### src/rtl/conv_issue_seq.sv
// Issues CLR / MAC / RD custom-0 instructions to the convolution unit one at a time,
// feeding MAC operands from a small FIFO and returning the final accumulator value.
module conv_issue_seq #(
  parameter int DEPTH = 4,
  parameter int LEN_W = 16
) (
  input  logic             clk_i,
  input  logic             rst_ni,
  input  logic             cmd_valid_i,
  output logic             cmd_ready_o,
  input  logic [LEN_W-1:0] cmd_len_i,
  input  logic             op_valid_i,
  output logic             op_ready_o,
  input  logic [31:0]      op_a_i,
  input  logic [31:0]      op_b_i,
  output logic             opcode_valid_o,
  output logic [31:0]      opcode_opcode_o,
  output logic [31:0]      opcode_pc_o,
  output logic             opcode_invalid_o,
  output logic [4:0]       opcode_rd_idx_o,
  output logic [4:0]       opcode_ra_idx_o,
  output logic [4:0]       opcode_rb_idx_o,
  output logic [31:0]      opcode_ra_operand_o,
  output logic [31:0]      opcode_rb_operand_o,
  input  logic             unit_busy_i,
  input  logic             unit_valid_i,
  input  logic [31:0]      unit_writeback_i,
  output logic             res_valid_o,
  input  logic             res_ready_i,
  output logic [31:0]      res_data_o,
  output logic             busy_o
);

  localparam int AW = $clog2(DEPTH);
  localparam logic [31:0] OP_CLR = 32'h00C5850B;
  localparam logic [31:0] OP_MAC = 32'h00C5950B;
  localparam logic [31:0] OP_RD  = 32'h00C5A50B;

  typedef enum logic [2:0] {
    IDLE, CLR_ISSUE, CLR_WAIT, MAC_ISSUE, MAC_WAIT, RD_ISSUE, RD_WAIT, RESP
  } state_t;

  state_t           state;
  logic [LEN_W-1:0] remaining;
  logic [31:0]      pc_cnt;

  logic [31:0] mem_a [DEPTH];
  logic [31:0] mem_b [DEPTH];
  logic [AW-1:0] wr_ptr;
  logic [AW-1:0] rd_ptr;
  logic [AW:0]   count;
  logic          full;
  logic          empty;
  logic          push;
  logic          pop;

  // The unit's busy flag is informational only; control relies on its completion pulse.
  logic unused_busy;
  assign unused_busy = unit_busy_i;

  assign full  = (count == (AW+1)'(DEPTH));
  assign empty = (count == '0);
  assign push  = op_valid_i && !full;
  assign pop   = (state == MAC_ISSUE) && !empty;

  assign op_ready_o       = !full;
  assign cmd_ready_o      = (state == IDLE);
  assign busy_o           = (state != IDLE);
  assign opcode_invalid_o = 1'b0;
  assign opcode_rd_idx_o  = 5'd10;
  assign opcode_ra_idx_o  = 5'd11;
  assign opcode_rb_idx_o  = 5'd12;

  always_ff @(posedge clk_i) begin
    if (push) begin
      mem_a[wr_ptr] <= op_a_i;
      mem_b[wr_ptr] <= op_b_i;
    end
  end

  always_ff @(posedge clk_i or negedge rst_ni) begin
    if (!rst_ni) begin
      wr_ptr <= '0;
      rd_ptr <= '0;
      count  <= '0;
    end else begin
      if (push) wr_ptr <= wr_ptr + 1'b1;
      if (pop)  rd_ptr <= rd_ptr + 1'b1;
      case ({push, pop})
        2'b10:   count <= count + 1'b1;
        2'b01:   count <= count - 1'b1;
        default: ;
      endcase
    end
  end

  always_ff @(posedge clk_i or negedge rst_ni) begin
    if (!rst_ni) begin
      state               <= IDLE;
      remaining           <= '0;
      pc_cnt              <= '0;
      opcode_valid_o      <= 1'b0;
      opcode_opcode_o     <= '0;
      opcode_pc_o         <= '0;
      opcode_ra_operand_o <= '0;
      opcode_rb_operand_o <= '0;
      res_valid_o         <= 1'b0;
      res_data_o          <= '0;
    end else begin
      opcode_valid_o <= 1'b0;
      case (state)
        IDLE: begin
          if (cmd_valid_i) begin
            remaining <= cmd_len_i;
            state     <= CLR_ISSUE;
          end
        end
        CLR_ISSUE: begin
          opcode_valid_o      <= 1'b1;
          opcode_opcode_o     <= OP_CLR;
          opcode_ra_operand_o <= '0;
          opcode_rb_operand_o <= '0;
          opcode_pc_o         <= pc_cnt;
          pc_cnt              <= pc_cnt + 32'd4;
          state               <= CLR_WAIT;
        end
        CLR_WAIT, MAC_WAIT: begin
          if (unit_valid_i) state <= (remaining != '0) ? MAC_ISSUE : RD_ISSUE;
        end
        MAC_ISSUE: begin
          // Stall here with no strobe until an operand pair is available.
          if (!empty) begin
            opcode_valid_o      <= 1'b1;
            opcode_opcode_o     <= OP_MAC;
            opcode_ra_operand_o <= mem_a[rd_ptr];
            opcode_rb_operand_o <= mem_b[rd_ptr];
            opcode_pc_o         <= pc_cnt;
            pc_cnt              <= pc_cnt + 32'd4;
            remaining           <= remaining - 1'b1;
            state               <= MAC_WAIT;
          end
        end
        RD_ISSUE: begin
          opcode_valid_o      <= 1'b1;
          opcode_opcode_o     <= OP_RD;
          opcode_ra_operand_o <= '0;
          opcode_rb_operand_o <= '0;
          opcode_pc_o         <= pc_cnt;
          pc_cnt              <= pc_cnt + 32'd4;
          state               <= RD_WAIT;
        end
        RD_WAIT: begin
          if (unit_valid_i) begin
            res_data_o <= unit_writeback_i;
            state      <= RESP;
          end
        end
        RESP: begin
          if (res_valid_o && res_ready_i) begin
            res_valid_o <= 1'b0;
            state       <= IDLE;
          end else begin
            res_valid_o <= 1'b1;
          end
        end
        default: state <= IDLE;
      endcase
    end
  end

endmodule
### config.mk
export PLATFORM = sky130hd
export DESIGN_NAME = conv_issue_seq
export DESIGN_NICKNAME = d
export VERILOG_FILES = /design/src/rtl/conv_issue_seq.sv
export SDC_FILE = /design/constraint.sdc
export NUM_CORES = 1
export LEC_CHECK = 0
export BUFFER_PORTS_ARGS = -buffer_cell sky130_fd_sc_hd__buf_2
export CAP_MARGIN = 15
export CORE_ASPECT_RATIO = 0.7
export CORE_MARGIN = 2
export CORE_UTILIZATION = 60
export CTS_BUF_LIST = sky130_fd_sc_hd__clkbuf_16
export CTS_CLUSTER_DIAMETER = 150
export DETAILED_ROUTE_END_ITERATION = 12
export HOLD_SLACK_MARGIN = 0.12
export PLACE_DENSITY = 0.93
export SYNTH_ARGS = -nofsm -noshare
export SYNTH_HDL_FRONTEND = slang
export SYNTH_SLANG_ARGS = --single-unit
### constraint.sdc
create_clock -name clk_i -period 5.6 [get_ports clk_i]
set_input_delay 0.28 -clock clk_i [delete_from_list [all_inputs] [get_ports clk_i]]
set_output_delay 0.28 -clock clk_i [all_outputs]
set_load 0.01 [all_outputs]
# ---- After elaboration in Yosys (flattened, before gate mapping)
# Memory sizes are Yosys's and may differ from the RTL's.
# Cells that the tools add are included.
dict set report op_classes {
  eq_ne 15
  addsub 6
  n_reduce_logical 20
  mux 26
}
# op n
set ops {}
lappend ops {{$pmux W32 S2} 4}
lappend ops {{$mux W32} 5}
lappend ops {{$pmux W32 S3} 1}
lappend ops {{$add A32 B3 Y32 const B} 1}
lappend ops {{$mux W16} 2}
lappend ops {{$pmux W16 S2} 1}
lappend ops {{$pmux W3 S7} 1}
lappend ops {{$mux W3} 6}
lappend ops {{$reduce_bool A16 Y1} 1}
lappend ops {{$sub A16 B1 Y16 const B} 1}
lappend ops {{$eq A3 B3 Y1 const B} 5}
lappend ops {{$ne A2 B2 Y1 const B} 5}
lappend ops {{$eq A3 B2 Y1 const B} 2}
lappend ops {{$logic_not A3 Y1} 2}
lappend ops {{$pmux W3 S2} 1}
lappend ops {{$reduce_and A2 Y1} 3}
lappend ops {{$reduce_bool A2 Y1} 3}
lappend ops {{$reduce_bool A3 Y1} 2}
lappend ops {{$reduce_and A5 Y1} 1}
lappend ops {{$add A2 B1 Y2 const B} 2}
lappend ops {{$mux W1} 4}
lappend ops {{$reduce_or A2 Y1} 2}
lappend ops {{$add A3 B1 Y3 const B} 1}
lappend ops {{$eq A3 B1 Y1 const B} 1}
lappend ops {{7 further kinds} 10}
dict set report word_totals {
  output_inout_bits 181
  n_memories 2
  in_bits 119
  register_bits 220
  ram_bits 256
}
# memory depth width read_ports rd_clocked_by_memory_dff wr line
set mem_list {}
lappend mem_list {mem_a 4 32 1 0 1 47} ;# logic [31:0] mem_a [DEPTH];
lappend mem_list {mem_b 4 32 1 0 1 48} ;# logic [31:0] mem_b [DEPTH];

# ---- Logic depth before layout (Yosys ltp)
dict set report logic_depth {
  depth_word 5
  mapped_depth 12
}

# ---- Worst setup path after synthesis
# Ideal clock, no wire load.
dict set report synth_timing {
  kind {flip-flop to flip-flop}
  startpoint {register count[0]}
  endpoint {memory mem_a[0][0], enable pin}
  arrival_time_ps 2225
  n_path_buf 0
  slack_ps 2945
  t_required_ps 5171
  stages_incl_launch_ff 4
  setup_time_ps 429
  synth_period_minus_slack_ps 2655
  cell_sequence {dfrtp_1 inv_1 nand3_1 and3_1}
}
dict set report synth_between {
  elab_chain_cells 5
}
# item line
set synth_lines {}
lappend synth_lines {{from (decl)} 51} ;# logic [AW:0] count;
lappend synth_lines {{from (signal assigned)} 90} ;# 2'b10: count <= count + 1'b1;
lappend synth_lines {{from (signal assigned)} 91} ;# 2'b01: count <= count - 1'b1;
lappend synth_lines {{$eq A3 B3 Y1} 61} ;# assign full = (count == (AW+1)'(DEPTH));
lappend synth_lines {{$logic_not A1 Y1} n/a}
lappend synth_lines {{named net op_ready_o} 13} ;# output logic op_ready_o,
lappend synth_lines {{$logic_and A1 B1 Y1} 63} ;# assign push = op_valid_i && !full;
lappend synth_lines {{$mux W1} 75} ;# if (push) begin
lappend synth_lines {{$mux W1 (implied by the code)} 76} ;# mem_a[wr_ptr] <= op_a_i;
lappend synth_lines {{to (decl)} 47}
# The timed path passes the listed nets, and every way through them passes these cells.

# ---- Worst setup path in the final report
dict set report layout_timing {
  startpoint {register state[0]}
  endpoint {register remaining[6]}
}
dict set report layout_between {
  elab_chain_cells 3
  elab_cells_between_ends 7
  classes_between {eq/ne (3); mux (1); reduce/logical (3)}
}
# item line
set layout_lines {}
lappend layout_lines {{from (decl)} 43} ;# state_t state;
lappend layout_lines {{from (signal assigned)} 128} ;# if (unit_valid_i) state <= (remaining != '0) ? MAC_ISSUE : RD_ISSUE;
lappend layout_lines {{$eq A3 B2 Y1 / $logic_not A3 Y1 (equally long branches)} 111} ;# case (state)
lappend layout_lines {{$ne A2 B2 Y1 (no line) / $reduce_bool A2 Y1 (equally long branches)} n/a}
lappend layout_lines {{$reduce_and A3 Y1 (no line)} n/a}
lappend layout_lines {{to (signal assigned)} 114} ;# remaining <= cmd_len_i;
lappend layout_lines {{to (signal assigned)} 139} ;# remaining <= remaining - 1'b1;
lappend layout_lines {{to (decl)} 44} ;# logic [LEN_W-1:0] remaining;
# Parallel ways exist; a longest one is shown, timed or not.
# A chain may end at the register's enable or synchronous reset.

==> flow_summary_export.csv <==
group,metric,value,unit
cts,clkSinkCount,443,
synthesis,yosysSeqAreaShare,0.715,
synthesis,ys_seq_elements,443,
critical_path,r2r_end,"remaining[6]$_DFFE_PN0P_",
synthesis,synth_warnings,0,
pwr,powerDensity,498,nW/um^2
pwr,p_switching,3.44,mW
critical_path,cp_max_fo,68,
critical_path,cp.arrival,3.91,ns
sta,skew,0.0242,ns
synthesis,synthArstFlopShare,0.422,
sta,timing.hold.ws,0.140,ns
critical_path,rrSetupSlack,2.12,ns
sta,hold_viol,0,
die,die_y,146,um
cts,cts_tree,"yes",
route,detail_route.iter0.violations,1079,
synthesis,postSynthCellCount,1050,
hold_path,hold_path_class,"in -> reg",
synthesis,syn_avg_cell_area,16.5,um^2
synthesis,yosys.area_share.simple,0.0619,
synthesis,synthXorXnorAreaFrac,0.0182,
pwr,p_comb_frac,0.281,
hold_path,hold_depth,4,
cts,clk_latency,0.57,ns
cts,cts_repair_resize_count,0,
pwr,ir_drop,0.000306,V
route,wire_per_inst,22.4,um
critical_path,ff2ff_path_depth,6,
synthesis,synth_cell_type_count,62,
hold_path,worstHoldEndpoint,"remaining[7]$_DFFE_PN0P_",
pwr,leakagePower,8.81,nW
pwr,switching_share,0.328,
sta,slew_headroom,0.0702,
synthesis,syn-cell-area,17300,um^2
synthesis,synth_commonest_cells,"edfxtp_1 (256), dfrtp_1 (187), nand2_1 (113)",
cells_and_area,area_growth,21.5,%
global_route,grt_max_degree,120,
route,ant_nets,0,
die,ios,300,
cts,h-tree-depth,2,
synthesis,synth.area.top_cells,"edfxtp_1 (44%), dfrtp_1 (27%), mux4_2 (8.3%), a22o_1 (3.3%), nand2_1 (2.5%)",
sta,worstMarginPinSlew,1.39,ns
sta,rsz0062_at_grt,"no",
synthesis,synth-edff-count,256,
sta,setup_tns,0,ns
route,wl,40500,um
cells_and_area,drive_gt1_frac,0.301,
critical_path,start_kind,"register",
global_route,overflow,0,
job,drv_cap,0,
global_route,grt_pass1_wl,62400,um
synthesis,synthAdderAreaFrac,0.00694,
status,status,"finished clean",
die,dieArea,30200,um^2
die,start_util,0.616,
cts,path_clk_slew,0.07,ns
cts,max-clock-path-buffers,3,
cells_and_area,nets,1530,
critical_path,cp-end-kind,"register",
cts,cts-root-buf,"clkbuf_16",
die,rows,51,
cts,cts_buffers,40,
sta,post-route-min-period,3.48,ns
sta,period_share,0.621,
synthesis,synth_compound_area_frac,0.0555,
critical_path,crit_type,"reg -> reg",
die,die_w,207,um
place,post-dp-hpwl,22100,um
place,routabilityCongestion,0.885,
synthesis,netlist.area_leader.share,0.444,
global_route,antenna_found_initial,4,
cells_and_area,nFillCells,1563,
critical_path,rr_startpoint,"state[0]$_DFFE_PN0P_",
cells_and_area,instances_no_fill,1809,
critical_path,required,6.04,ns
global_route,grt_usage,0.272,
pwr,pwr-share-seq,0.471,
sta,fmax,288,MHz
route,via_per_inst,5.83,
synthesis,synth_top_family_by_area,"multiplexers",
hold_path,worstHoldStart,"cmd_len_i[7]",
die,core_area,28100,um^2
place,port_buffers,260,
synthesis,synth_most_common_cell,"edfxtp_1",
synthesis,yosys.area.top_type,"edfxtp_1",
global_route,grt_pass1_vias,11100,
synthesis,synthMuxAreaShare,0.105,
sta,setup_violations,0,
sta,final-max-slew-violation-count,0,
pwr,p_int,7.04,mW
synthesis,ys.flop_type,"edfxtp_1",
route,num_vias,10600,
place,placed_cells,1622,
pwr,p_clk_frac,0.248,
route,drcViolationCount,0,
route,drt-pass1-iter-count,5,
[critical path, stage by stage (launching register included)]
cell     delay (ns)
dfrtp_1        0.64
and3b_1        0.78
and2_4         0.28
buf_4          0.71
a21o_1         0.47
o21ai_0        0.20
a22o_1         0.27
[sequential cells by signal (all words and copies together), names as in the netlist, 16 cells and up]
signal and count:
mem_a 128, mem_b 128, opcode_pc_o 30, opcode_ra_operand_o 32
opcode_rb_operand_o 32, pc_cnt 30, remaining 16, res_data_o 32
[timing repair]
action | CTS | global route
hold buffers | 109 | 0
endpoints found under the hold margin | 417 | 0
buffers inserted | 0 | 0
[power groups by stage]
| stage | Sequential [mW] | Clock, mW | Combinational [mW] |
|---|---|---|---|
| 3_3_place_gp | 4.89 | 0 | 2.71 |
| 3_5_place_dp | 4.96 | 0 | 2.85 |
| 4_1_cts | 4.91 | 2.61 | 2.92 |
| 2_1_floorplan | 4.78 | 0 | 2.04 |
| 6_report | 4.93 | 2.60 | 2.94 |
| 5_1_grt | 5.03 | 2.76 | 3.16 |
[layout make-up]
cell class | count | area (um^2) | area share
clock buffers | 40 | 1000 | 0.0476
inverters | 14 | 52.6 | 0.00250
diodes | 4 | 10.0 | 0.000476
clock inverters | 34 | 224 | 0.0107
multi-input cells | 529 | 4460 | 0.212
flip-flops and latches | 443 | 12400 | 0.588
well taps | 371 | 464 | 0.0221
repair buffers | 374 | 2440 | 0.116
[worst max path at each step]
| stage | slack [ns] | to | depth (start not counted) | from |
|---|---|---|---|---|
| 3_5_place_dp | 2.22 | remaining[6]$_DFFE_PN0P_ | 6 | state[0]$_DFFE_PN0P_ |
| 2_1_floorplan | 2.95 | mem_a[0][0]$_DFFE_PP_ | 3 | count[0]$_DFFE_PN0P_ |
| 6_report | 2.12 | remaining[6]$_DFFE_PN0P_ | 6 | state[0]$_DFFE_PN0P_ |
| 4_1_cts | 2.16 | remaining[6]$_DFFE_PN0P_ | 6 | state[0]$_DFFE_PN0P_ |
| 5_1_grt | 1.85 | remaining[6]$_DFFE_PN0P_ | 6 | state[0]$_DFFE_PN0P_ |
| 3_3_place_gp | 2.34 | remaining[6]$_DFFE_PN0P_ | 6 | state[0]$_DFFE_PN0P_ |
[logic make-up after synthesis]
logic type	count (synthesis)
AOI/OAI and AO/OA	129
other	2
buffers and inverters	114
xor gates and xnor gates	36
adders and majority gates	9
and+or+nand+nor	219
muxes	98
DFF	443
[per-stage QoR]
step	power (mW)	cell area, um^2	utilization	setup slack [ns]
after global placement	7.60	18700	0.666	2.34
final	10.5	21000	0.749	2.12
after global routing	11.0	21000	0.749	1.85
after detailed placement	7.81	18700	0.666	2.22
after floorplan	6.82	17400	-	2.95
after CTS	10.4	21000	0.749	2.16
[placed cells by master, fill, tap and decap left out, types with 4 or more instances in the layout]
cell,instances
dfrtp_1,185
diode_2,4
and3_1,5
edfxtp_1,256
dlygate4sd3_1,109
xnor2_1,22
nand2b_1,4
mux4_2,64
nor3_1,17
nand2_1,112
nor2_1,26
conb_1,38
mux2_2,32
inv_1,31
clkbuf_16,40
clkinv_2,5
a22o_1,65
o22a_1,4
and3_4,4
clkinv_1,5
buf_2,259
nand3_1,19
a21oi_1,18
nand4_1,4
o21ai_0,21
xor2_1,14
ha_1,8
buf_4,5
[metal layers]
| metal | global-route usage | up-vias | part of all wire | wire length [um] |
|---|---|---|---|---|
| li1 | - | 4596 | - | - |
| met1 | 0.359 | 5371 | 0.38 | 15600 |
| met2 | 0.455 | 503 | 0.51 | 20600 |
| met3 | 0.0560 | 83 | 0.079 | 3190 |
| met4 | 0.0940 | 0 | 0.028 | 1140 |
| met5 | 0 | - | 0 | 0 |
Note: power is estimated with default switching activity, not from simulation.
